[src/rtl/pwm_mod_counter.sv]
// pwm_mod_counter: modulo up/down counter with terminal-count pulse and N_CH
//   double-buffered PWM compare channels sharing one period.
// Latency: o_counter/o_tc one edge after the qualifying inputs; o_pwm lags o_counter by one cycle.
// Backpressure: none; i_en gates counting and all writes are accepted every cycle.
// Optional feature: define COUNTER_PRESCALE_EN to add a PRESCALE-cycle step prescaler.
module pwm_mod_counter #(
  parameter int WIDTH    = 10,
  parameter int MODULO   = 1000,
  parameter int N_CH     = 4
`ifdef COUNTER_PRESCALE_EN
  ,
  parameter int PRESCALE = 100
`endif
) (
  input  logic                   i_clk,
  input  logic                   i_reset,
  input  logic                   i_en,
  input  logic                   i_clear,
  input  logic                   i_load,
  input  logic [WIDTH-1:0]       i_load_val,
  input  logic                   i_dir,
  input  logic                   i_duty_we,
  input  logic [N_CH*WIDTH-1:0]  i_duty,
  output logic [WIDTH-1:0]       o_counter,
  output logic                   o_tc,
  output logic [N_CH-1:0]        o_pwm
);

  // Highest legal count and the modulus widened by one bit so that
  // MODULO == 2**WIDTH can still be compared against a load value.
  localparam logic [WIDTH-1:0] CNT_MAX = WIDTH'(MODULO - 1);
  localparam logic [WIDTH:0]   MOD_EXT = (WIDTH + 1)'(MODULO);
  localparam logic [WIDTH-1:0] CNT_ONE = WIDTH'(1);

  // Counter state and registered outputs.
  logic [WIDTH-1:0] cnt_q, cnt_d;
  logic             tc_q, tc_d;
  logic [N_CH-1:0]  pwm_q, pwm_d;

  // Duty buffers: software writes land in shadow, the comparators use active.
  // Packed so channel k occupies bits [k*WIDTH +: WIDTH], matching i_duty.
  logic [N_CH-1:0][WIDTH-1:0] shadow_q, shadow_d;
  logic [N_CH-1:0][WIDTH-1:0] active_q, active_d;

  // Internal qualifiers.
  logic             step;
  logic             wrap;
  logic [WIDTH-1:0] load_clamped;

`ifdef COUNTER_PRESCALE_EN
  // Prescaler: one count step per PRESCALE enabled cycles.
  localparam int            PW      = (PRESCALE > 1) ? $clog2(PRESCALE) : 1;
  localparam logic [PW-1:0] PRE_MAX = PW'(PRESCALE - 1);
  localparam logic [PW-1:0] PRE_ONE = PW'(1);

  logic [PW-1:0] pre_q, pre_d;
  logic          pre_tick;

  // Prescaler next state: held while disabled, restarted by clear/load so a
  // freshly loaded value always gets a full PRESCALE interval.
  always_comb begin
    pre_tick = (pre_q == PRE_MAX);
    pre_d    = pre_q;
    if (i_clear || i_load) begin
      pre_d = '0;
    end else if (i_en) begin
      pre_d = pre_tick ? '0 : (pre_q + PRE_ONE);
    end
  end

  // Prescaler register.
  always_ff @(posedge i_clk) begin
    if (i_reset) begin
      pre_q <= '0;
    end else begin
      pre_q <= pre_d;
    end
  end

  assign step = i_en && pre_tick;
`else
  // Without the prescaler every enabled cycle is a count step.
  assign step = i_en;
`endif

  // Out-of-range load values saturate at the top of the count range.
  assign load_clamped = ({1'b0, i_load_val} >= MOD_EXT) ? CNT_MAX : i_load_val;

  // Counter next state: clear > load > count; only a counted wrap raises tc.
  always_comb begin
    cnt_d = cnt_q;
    wrap  = 1'b0;
    if (i_clear) begin
      cnt_d = '0;
    end else if (i_load) begin
      cnt_d = load_clamped;
    end else if (step) begin
      if (i_dir) begin
        if (cnt_q == '0) begin
          cnt_d = CNT_MAX;
          wrap  = 1'b1;
        end else begin
          cnt_d = cnt_q - CNT_ONE;
        end
      end else begin
        if (cnt_q == CNT_MAX) begin
          cnt_d = '0;
          wrap  = 1'b1;
        end else begin
          cnt_d = cnt_q + CNT_ONE;
        end
      end
    end
    tc_d = wrap;
  end

  // Duty buffers: active takes the shadow value held before the wrap edge, so
  // a write coinciding with a wrap only reaches the comparators next period.
  always_comb begin
    shadow_d = i_duty_we ? i_duty : shadow_q;
    active_d = wrap ? shadow_q : active_q;
  end

  // Comparators on pre-edge state; active >= MODULO always exceeds the count,
  // active == 0 never does, giving the constant-high / constant-low cases.
  always_comb begin
    pwm_d = '0;
    for (int k = 0; k < N_CH; k++) begin
      pwm_d[k] = (cnt_q < active_q[k]);
    end
  end

  // State registers; reset overrides everything and discards pending duty.
  always_ff @(posedge i_clk) begin
    if (i_reset) begin
      cnt_q    <= '0;
      tc_q     <= 1'b0;
      pwm_q    <= '0;
      shadow_q <= '0;
      active_q <= '0;
    end else begin
      cnt_q    <= cnt_d;
      tc_q     <= tc_d;
      pwm_q    <= pwm_d;
      shadow_q <= shadow_d;
      active_q <= active_d;
    end
  end

  assign o_counter = cnt_q;
  assign o_tc      = tc_q;
  assign o_pwm     = pwm_q;

endmodule

[config.mk]
export PLATFORM = sky130hd
export DESIGN_NAME = pwm_mod_counter
export DESIGN_NICKNAME = d
export VERILOG_FILES = /design/src/rtl/pwm_mod_counter.sv
export SDC_FILE = /design/constraint.sdc
export NUM_CORES = 1
export LEC_CHECK = 0
export CAP_MARGIN = 30
export CORE_MARGIN = 5
export CORE_UTILIZATION = 44
export CTS_CLUSTER_DIAMETER = 120
export CTS_CLUSTER_SIZE = 25
export DETAILED_ROUTE_END_ITERATION = 12
export PLACE_DENSITY = 0.67
export SLEW_MARGIN = 25
export SYNTH_ARGS = -nofsm -noshare
export SYNTH_HDL_FRONTEND = slang
export SYNTH_SLANG_ARGS = --single-unit
[constraint.sdc]
create_clock -name i_clk -period 2.7 [get_ports i_clk]
set_input_delay 0.54 -clock i_clk [delete_from_list [all_inputs] [get_ports i_clk]]
set_output_delay 0.54 -clock i_clk [all_outputs]
set_load 0.01 [all_outputs]
==> impl_metrics.yaml <==
setup_path:
  critPathCaptureType: "flop"
  r2r-end: "active_q[32]$_SDFFE_PP0P_"
  worstPathMaxFanout: 40
  required_ns: 2.98
  reg2reg_from: "o_counter[1]$_SDFFE_PP0P_"
  cp-start-kind: "flop"
  worstSetupPathType: "reg -> reg"
  endpoint: "active_q[32]$_SDFFE_PP0P_"
  crit_start: "o_counter[1]$_SDFFE_PP0P_"
  arrival_ns: 2.68
  reg2reg_depth: 7
  reg2reg_slack_ns: 0.30
drt:
  first_pass_iters: 4
  wl_um: 11500
  vias_per_cell: 5.26
  antenna_left: 0
  drt-initial-drc-count: 152
  drc: 0
  vias: 4149
  avgRoutedWirePerCell_um: 14.5
cells_and_area:
  fillCellCount: 1013
  area_delta_synth_final_pct: 22.0
  finalNetCount: 739
  layout-drive-gt1-share_pct: 6.78
  fin_util_pct: 54.6
  num_antenna_cells: 0
yosys:
  syn_inst: 577
  synthXorXnorAreaFrac_pct: 1.81
  ys_async_sr_fraction_pct: 0
  ys_ff_latch: 95
  synth_area_um2: 4830
  synth_top_family_by_area: "simple AND/OR/NAND/NOR gates"
  synthAdderAreaFrac_pct: 9.84
  synth_mux_area_share_pct: 8.52
  syn_nets: 672
  ys_seq_area_share_pct: 39.3
  synth_compound_area_share_pct: 14.8
  syn_area_per_cell_um2: 8.38
  ys_warn_count: 0
  synth-simple-area-share_pct: 18.5
  synth_edf_count: 0
  ys.flop_type: "dfxtp_1"
  synth_cell_types: 47
clock_network:
  cts_resized: 0
  post_cts.repair.setup_buffers: 0
  clk_path_buf_depth: 2
  postCtsHoldBufs: 0
  insertion_delay_ns: 0.35
  htree_levels: 3
  path_clk_slew_ns: 0.10
  cts_buffers: 9
  clock_sink_count: 95
  ctsRootBufferMaster: "clkbuf_8"
  cts_tree: "built"
timing:
  worst_slew_pin_slew_ns: 0.585
  setup_tns_ns: 0
  relSlewSlack_pct: 61.0
  finalClockSkew_ns: 0.0154
  drv_slew: 0
  min_period_ns: 2.40
  fmaxAchievable_mhz: 416
  period_share_pct: 89.0
  holdWs_ns: 0.449
  hold_violations: 0
  grt_setup_unrepaired: "false"
  finalSetupViolations: 0
pwr:
  powerDensity_nw_per_um2: 497
  switching_share_pct: 26.3
  irDropWorstVdd_mv: 0.296
  p_leak_nw: 2.26
  p_sw_mw: 0.771
  clockPowerShare_pct: 33.1
  power_frac_comb_pct: 16.3
  seq_power_share_pct: 50.6
  internal_power_mw: 2.16
place:
  routabilityCongestion: 0.846
  io_buffers: 71
  dp.final_hpwl_um: 8310
die:
  start_util_pct: 44.8
  top_level_ports: 72
  rows: 38
  dieArea_um2: 13200
  die_w_um: 115
  die_y_um: 115
  core_um2: 10800
min_path:
  hold_depth: 2
  hold_class: "reg -> reg"
grt:
  grt_max_degree: 41
  antenna_found_initial: 0
  grt_overflow: 0
  grt_pass1_wl_um: 19100
  grt_usage_pct: 17.9
  grt_pass1_vias: 4133
outcome:
  outcome: "complete, no violations"
flow_run:
  max-cap-violations: 0
synthesized netlist by cell type, types with 3 or more instances:
| master | instances | area [um^2] |
|---|---|---|
| dfxtp_1 | 95 | 1900 |
| nand2_1 | 92 | 345 |
| a21oi_1 | 59 | 295 |
| nor2_1 | 53 | 199 |
| inv_1 | 44 | 165 |
| mux2i_1 | 40 | 400 |
| ha_1 | 38 | 475 |
| clkbuf_1 | 18 | 67.6 |
| o21ai_0 | 14 | 70.1 |
| nand3_1 | 13 | 65.1 |
| a211oi_1 | 9 | 67.6 |
| xnor2_1 | 8 | 70.1 |
| buf_2 | 7 | 35.0 |
| nand2b_1 | 7 | 43.8 |
| o211ai_1 | 7 | 52.6 |
| buf_6 | 6 | 67.6 |
| a211o_1 | 5 | 43.8 |
| and2_1 | 5 | 31.3 |
| nor3_1 | 5 | 25.0 |
| a21o_1 | 4 | 30.0 |
| buf_1 | 4 | 15.0 |
| nor3b_1 | 4 | 30.0 |
| nor4_1 | 4 | 25.0 |
| a31oi_1 | 3 | 18.8 |
| and3_1 | 3 | 18.8 |
| o311ai_0 | 3 | 26.3 |
worst max-delay path, stage by stage, from the launching register on:
cell     delay [ns]
dfxtp_1        0.33
inv_1          0.07
ha_1           0.28
or4b_4         0.55
nor4_4         0.34
o21a_4         0.48
nand2_1        0.12
a21oi_1        0.16
how the worst min path moves through the flow:
stage | endpoint | slack (ns) | startpoint
floorplan | active_q[11]$_SDFFE_PP0P_ | 0.43 | active_q[11]$_SDFFE_PP0P_
global placement | active_q[11]$_SDFFE_PP0P_ | 0.44 | active_q[11]$_SDFFE_PP0P_
detailed placement | active_q[5]$_SDFFE_PP0P_ | 0.44 | active_q[5]$_SDFFE_PP0P_
CTS | active_q[14]$_SDFFE_PP0P_ | 0.45 | shadow_q[14]$_SDFFE_PP0P_
global route | active_q[17]$_SDFFE_PP0P_ | 0.48 | shadow_q[17]$_SDFFE_PP0P_
finish | active_q[14]$_SDFFE_PP0P_ | 0.45 | shadow_q[14]$_SDFFE_PP0P_
per-stage QoR:
stage                     power, mW  worst slack (ns)  instances  cell area [um^2]
after floorplan                1.79             0.522        577              4830
after detailed placement       2.00             0.221        773              5690
after global routing           3.08             0.119        789              5900
after global placement         1.98             0.295        773              5690
final                          2.93             0.298        789              5900
after CTS                      2.97             0.281        789              5900
registers in the layout (all words and copies together) (netlist names):
signal and flops:
active_q 40, shadow_q 40, o_counter 10, o_pwm 4
o_tc 1
layer usage:
metal | GRT usage [%] | part of all wire (%)
met5 | 0 | 0
met4 | 5.63 | 1.7
met3 | 3.00 | 4.8
met2 | 31.2 | 49
met1 | 22.6 | 44
power groups by stage:
stage          registers (mW)  logic, mW  clock network, mW
2_1_floorplan            1.52      0.269                  0
3_3_place_gp             1.52      0.468                  0
3_5_place_dp             1.52      0.479                  0
4_1_cts                  1.48      0.482               1.00
5_1_grt                  1.49      0.525               1.06
6_report                 1.48      0.478              0.971
layout make-up:
type,instances,area (um^2),area share [%]
tap,140,175,2.97
sequential,95,1900,32.3
clock inverter,5,65.1,1.10
clock buffer,11,141,2.40
inverter,44,165,2.80
multi-input combinational,403,2580,43.8
timing repair buffer,91,863,14.6
layout by cell type, fill, tap and decap left out, types with 2 or more instances in the layout:
cell type	Yosys	final
dfxtp_1	95	95
nand2_1	92	92
clkdlybuf4s50_1	0	69
a21oi_1	59	59
nor2_1	53	53
inv_1	44	44
mux2i_1	40	40
ha_1	38	38
buf_4	0	19
o21ai_0	14	14
nand3_1	13	13
clkbuf_8	0	10
a211oi_1	9	9
xnor2_1	8	8
nand2b_1	7	7
o211ai_1	7	7
and2_1	5	5
nor3_1	5	5
a211o_1	5	5
nor4_1	4	4
nor3b_1	4	4
a21o_1	4	4
and3_1	3	3
o311ai_0	3	3
a31oi_1	3	3
clkinv_4	0	3
or4_1	2	2
or3_1	2	2
nand4_1	2	2
xor2_1	2	2
a221oi_1	2	2
o2111ai_1	2	2
buf_2	7	2
cells by family after synthesis:
family	count (synthesis)
AO/OA/AOI/OAI	116
XOR/XNOR	10
adder cells (fa/ha/maj)	38
buffers and inverters	79
flip-flops	95
multiplexers	41
AND/OR/NAND/NOR	198
Power figures use the tool's default switching activity.
